**config.mk**
```make
export PLATFORM = sky130hd
export DESIGN_NAME = serial_tx
export DESIGN_NICKNAME = d
export VERILOG_FILES = /design/src/rtl/serial_pkg.sv /design/src/rtl/serial_shreg.sv /design/src/rtl/serial_tx.sv
export SDC_FILE = /design/constraint.sdc
export NUM_CORES = 1
export LEC_CHECK = 0
export CAP_MARGIN = 20
export CORE_UTILIZATION = 57
export CTS_BUF_LIST = sky130_fd_sc_hd__clkbuf_8
export CTS_CLUSTER_DIAMETER = 40
export DETAILED_ROUTE_END_ITERATION = 12
export GPL_ROUTABILITY_DRIVEN = 1
export PLACE_DENSITY = 0.85
export REMOVE_ABC_BUFFERS = 1
export SLEW_MARGIN = 20
export SYNTH_ARGS = -nofsm -noshare
export SYNTH_HDL_FRONTEND = slang
export SYNTH_SLANG_ARGS = --single-unit
```
**constraint.sdc**
```tcl
create_clock -name clk -period 2.7 [get_ports clk]
set_input_delay 0.81 -clock clk [delete_from_list [all_inputs] [get_ports clk]]
set_output_delay 0.81 -clock clk [all_outputs]
set_load 0.005 [all_outputs]
```
**src/rtl/serial_pkg.sv**
```systemverilog
// Shared types and line levels for the serial transmit/receive blocks.
package serial_pkg;

  typedef enum logic [2:0] {IDLE, START, DATA, PARITY, STOP} tx_state_t;

  localparam logic IDLE_BIT  = 1'b0;
  localparam logic START_BIT = 1'b1;
  localparam logic STOP_BIT  = 1'b0;

endpackage

```
**src/rtl/serial_shreg.sv**
```systemverilog
// Loadable right-shift register; the LSB is the next bit to go out on the line.
module serial_shreg #(
  parameter int WIDTH = 8
) (
  input  logic             clk,
  input  logic             reset,
  input  logic             load,
  input  logic [WIDTH-1:0] data,
  input  logic             shift,
  output logic             lsb
);

  logic [WIDTH-1:0] sr;

  always_ff @(posedge clk or posedge reset) begin
    if (reset) begin
      sr <= '0;
    end else if (load) begin
      sr <= data;
    end else if (shift) begin
      sr <= {1'b0, sr[WIDTH-1:1]};
    end
  end

  assign lsb = sr[0];

endmodule

```
**src/rtl/serial_tx.sv**
```systemverilog
// Parallel-to-serial frame transmitter: start, WIDTH data bits LSB first,
// optional parity, stop. Accepts a word over valid/ready in IDLE or STOP.
//
// state  | meaning
// IDLE   | line at 0, waiting for a word
// START  | start bit (1) on the line
// DATA   | data bit cnt on the line
// PARITY | parity bit on the line
// STOP   | stop bit (0) on the line; next word may be accepted
module serial_tx
  import serial_pkg::*;
#(
  parameter int WIDTH      = 8,
  parameter int PARITY_EN  = 1,
  parameter int PARITY_ODD = 0
) (
  input  logic             clk,
  input  logic             reset,
  input  logic [WIDTH-1:0] data,
  input  logic             valid,
  output logic             ready,
  output logic             out,
  output logic             busy,
  output logic             done
);

  localparam int            CW     = $clog2(WIDTH);
  localparam logic [CW-1:0] LAST   = CW'(WIDTH - 1);
  localparam logic          ODD    = (PARITY_ODD != 0);
  localparam logic          HAS_PB = (PARITY_EN != 0);

  tx_state_t     ps;
  logic [CW-1:0] cnt;
  logic          par;
  logic          accept;
  logic          shift;
  logic          sr_lsb;

  assign ready  = ((ps == IDLE) || (ps == STOP)) && !reset;
  assign accept = valid && ready;
  // Each START/DATA edge moves the register's LSB onto the line, so shift then.
  assign shift  = (ps == START) || (ps == DATA);

  serial_shreg #(.WIDTH(WIDTH)) u_shreg (
    .clk   (clk),
    .reset (reset),
    .load  (accept),
    .data  (data),
    .shift (shift),
    .lsb   (sr_lsb)
  );

  always_ff @(posedge clk or posedge reset) begin
    if (reset) begin
      ps   <= IDLE;
      cnt  <= '0;
      par  <= 1'b0;
      out  <= IDLE_BIT;
      busy <= 1'b0;
      done <= 1'b0;
    end else begin
      case (ps)
        IDLE, STOP: begin
          if (accept) begin
            ps   <= START;
            out  <= START_BIT;
            busy <= 1'b1;
            done <= 1'b0;
            par  <= (^data) ^ ODD;
          end else begin
            ps   <= IDLE;
            out  <= IDLE_BIT;
            busy <= 1'b0;
            done <= 1'b0;
          end
        end
        START: begin
          ps  <= DATA;
          cnt <= '0;
          out <= sr_lsb;
        end
        DATA: begin
          if (cnt == LAST) begin
            if (HAS_PB) begin
              ps  <= PARITY;
              out <= par;
            end else begin
              ps   <= STOP;
              out  <= STOP_BIT;
              done <= 1'b1;
            end
          end else begin
            cnt <= cnt + 1'b1;
            out <= sr_lsb;
          end
        end
        PARITY: begin
          ps   <= STOP;
          out  <= STOP_BIT;
          done <= 1'b1;
        end
        default: begin
          ps   <= IDLE;
          out  <= IDLE_BIT;
          busy <= 1'b0;
          done <= 1'b0;
        end
      endcase
    end
  end

endmodule
```
==> metrics.md <==
| Metric | Value |
|---|---|
| Status | finished, final reports clean |
| CP required | 1890 ps |
| Full die area | 1710 um2 |
| CP Launch Type | primary input |
| Clock skew | 1.78 ps |
| Global-route wire length before repair | 2.82 mm |
| Worst vdd ir | 652 uV |
| Synth Warn # | 0 |
| Fin crit share | 0.912 |
| Drt wl/cell | 16.4 um |
| FF-to-FF path depth | 6 |
| Initial antenna violation count | 0 |
| Crit path DAT | 1650 ps |
| CP max FO | 2 |
| Vias | 699 |
| Number of library cell types mapped by synthesis | 26 |
| I/O Buffers | 14 |
| Critical setup path kind | in2out |
| Total wire length | 1.92 mm |
| Boundary pin count | 15 |
| Final setup violation count | 0 |
| Post-CTS setup buffers | 0 |
| Post-Synthesis Cells | 87 |
| Fin. Hold Viols | 0 |
| Core Rows | 13 |
| HP Class | reg2reg |
| Post-Syn Area | 882 um2 |
| Num CTS Buffers | 3 |
| Clk sinks | 18 |
| Max_cap viols | 0 |
| Clk_lat worst skew | 250 ps |
| 1st-iter DRT viols | 10 |
| # diodes | 0 |
| RSZ-0062 raised after global routing | false |
| CTS H-tree lvls | 1 |
| Total GRT Usage | 0.264 |
| Worst slew pin tran | 678 ps |
| Initial Utilization | 0.646 |
| Leak | 0.514 nW |
| Share of cells above drive strength 1 | 0.0784 |
| Maximum clock rate | 406 MHz |
| Syn Area/Cell | 10.1 um2 |
| Gp weighted congestion | 0.701 |
| Clock root cell | clkbuf_8 |
| Largest net degree at the start of global routing | 19 |
| Max-slew violations | 0 |
| Pwr/cell area | 1100 nW/um2 |
| Fill cell count | 94 |
| Die Y | 41.3 um |
| Remaining antenna violation count after routing | 0 |
| Clock transition at path regs | 70 ps |
| Vias per cell | 5.97 |
| P&R area growth vs syn | 22.7% |
| CTS Buffer Depth | 2 |
| #FFs+latches synth | 18 |
| Final Util | 0.792 |
| Core ar. | 1370 um2 |
| Number of global-route vias before repair | 602 |
| GRT overflow | 0 |
| Residual DRC | 0 |
| Crit. End Element | output port |
| Sequential element share of the synthesized area | 0.511 |
| Die X | 41.3 um |
| Hold Path Depth | 1 |
| HPWL Detailed | 1.27 mm |
| Slew Limit Headroom | 0.547 |
| Hold Slack | 507 ps |
| CTS tree | yes |
| Post-layout nets | 116 |
| Router iterations before antenna repair | 4 |
| Minimum clock period | 2460 ps |
==> critical path, cell delays in order <==
cell,delay [ps]
clkdlybuf4s50_1,440
nor3_2,150
dlygate4sd2_1,260
==> power breakdown <==
part           total, mW  switching, mW  internal (mW)
sequential         0.494          0.106          0.388
clock              0.223         0.0933          0.130
combinational      0.471          0.229          0.242
==> area by class of cell <==
| type | count | area [um2] | area share |
|---|---|---|---|
| clock buffers | 4 | 55.1 | 0.0509 |
| well taps | 15 | 18.8 | 0.0173 |
| flip-flops and latches | 18 | 450 | 0.416 |
| repair buffers | 16 | 154 | 0.142 |
| inverters | 10 | 37.5 | 0.0347 |
| multi-input cells | 54 | 367 | 0.339 |
==> stage by stage <==
step | power, mW | TNS, ps | setup slack (ps) | instances | instance area (um2)
finish | 1.19 | 0 | 236 | 117 | 1080
global route | 1.26 | 0 | 172 | 117 | 1080
CTS | 1.19 | 0 | 232 | 117 | 1080
detailed placement | 0.965 | -46.1 | -46.1 | 113 | 1030
global placement | 0.927 | -3.47 | -3.47 | 113 | 1030
floorplan | 0.792 | 0 | 914 | 82 | 855
==> Yosys cell counts <==
library cell / n / area [um2]
o311ai_0: 1 / 8.76
a32o_1: 1 / 10.0
nor2b_1: 1 / 6.26
and2_4: 1 / 8.76
a21oi_1: 8 / 40.0
ha_1: 2 / 25.0
clkbuf_1: 3 / 11.3
buf_6: 1 / 11.3
and3_1: 1 / 6.26
nand3_1: 1 / 5.00
nand2b_1: 1 / 6.26
xnor2_1: 7 / 61.3
dfrtp_1: 18 / 450
nand4_1: 1 / 6.26
nor3_1: 1 / 5.00
xor2_1: 1 / 8.76
nor3_2: 1 / 10.0
mux2i_1: 1 / 10.0
a22o_1: 6 / 52.6
nor2_1: 3 / 11.3
inv_1: 10 / 37.5
o211ai_1: 1 / 7.51
nand2_1: 5 / 18.8
o21ai_0: 3 / 15.0
buf_2: 1 / 5.00
o22ai_1: 7 / 43.8
==> state kept, by name, summed over array words and instances, names as in the netlist <==
register    flops
out             1
u_shreg.sr      8
cnt             3
busy            1
par             1
done            1
ps              3
==> worst paths after layout <==
path	from	endpoint	slack [ps]
setup / recovery	reset	ready	240
hold / removal	u_shreg.sr[7]	u_shreg.sr[7]	510
setup reg to reg	ps[0]	u_shreg.sr[3]	1040
hold reg to reg	u_shreg.sr[7]	u_shreg.sr[7]	510
max in group asynchronous	reset	cnt[0]	1250
min in group asynchronous	reset	u_shreg.sr[7]	1020
==> cells in the final DEF, fill, tap and decap left out, types with 3 or more instances in the layout <==
| master | instances |
|---|---|
| a21oi_1 | 8 |
| a22o_1 | 6 |
| clkbuf_8 | 4 |
| clkdlybuf4s50_1 | 13 |
| dfrtp_1 | 18 |
| inv_1 | 10 |
| nand2_1 | 5 |
| nor2_1 | 3 |
| o21ai_0 | 3 |
| o22ai_1 | 7 |
| xnor2_1 | 7 |
==> routing by layer <==
metal / share of wire / routed length, um / track usage / vias up
li1: - / - / - / 333
met3: 0.050 / 96 / 0.0319 / 2
met4: 0.0062 / 12 / 0.0968 / 0
met2: 0.50 / 965 / 0.453 / 27
met1: 0.44 / 848 / 0.338 / 337
met5: 0 / 0 / 0 / -
==> cells by family after synthesis <==
kind of cell | Yosys count | share of synthesized area
buffers and inverters | 15 | 0.0738
XOR/XNOR | 8 | 0.0794
AO/OA/AOI/OAI | 27 | 0.201
adder cells (fa/ha/maj) | 2 | 0.0284
multiplexers | 1 | 0.0113
flip-flops | 18 | 0.511
AND/OR/NAND/NOR | 16 | 0.0950
==> repair_timing <==
action,4_1_cts,5_1_grt
hold buffers,0,0
setup endpoints to repair,1,0
gates resized for setup,1,0
endpoints found under the hold margin,0,0
No activity file was read; power rests on OpenSTA's default activity.
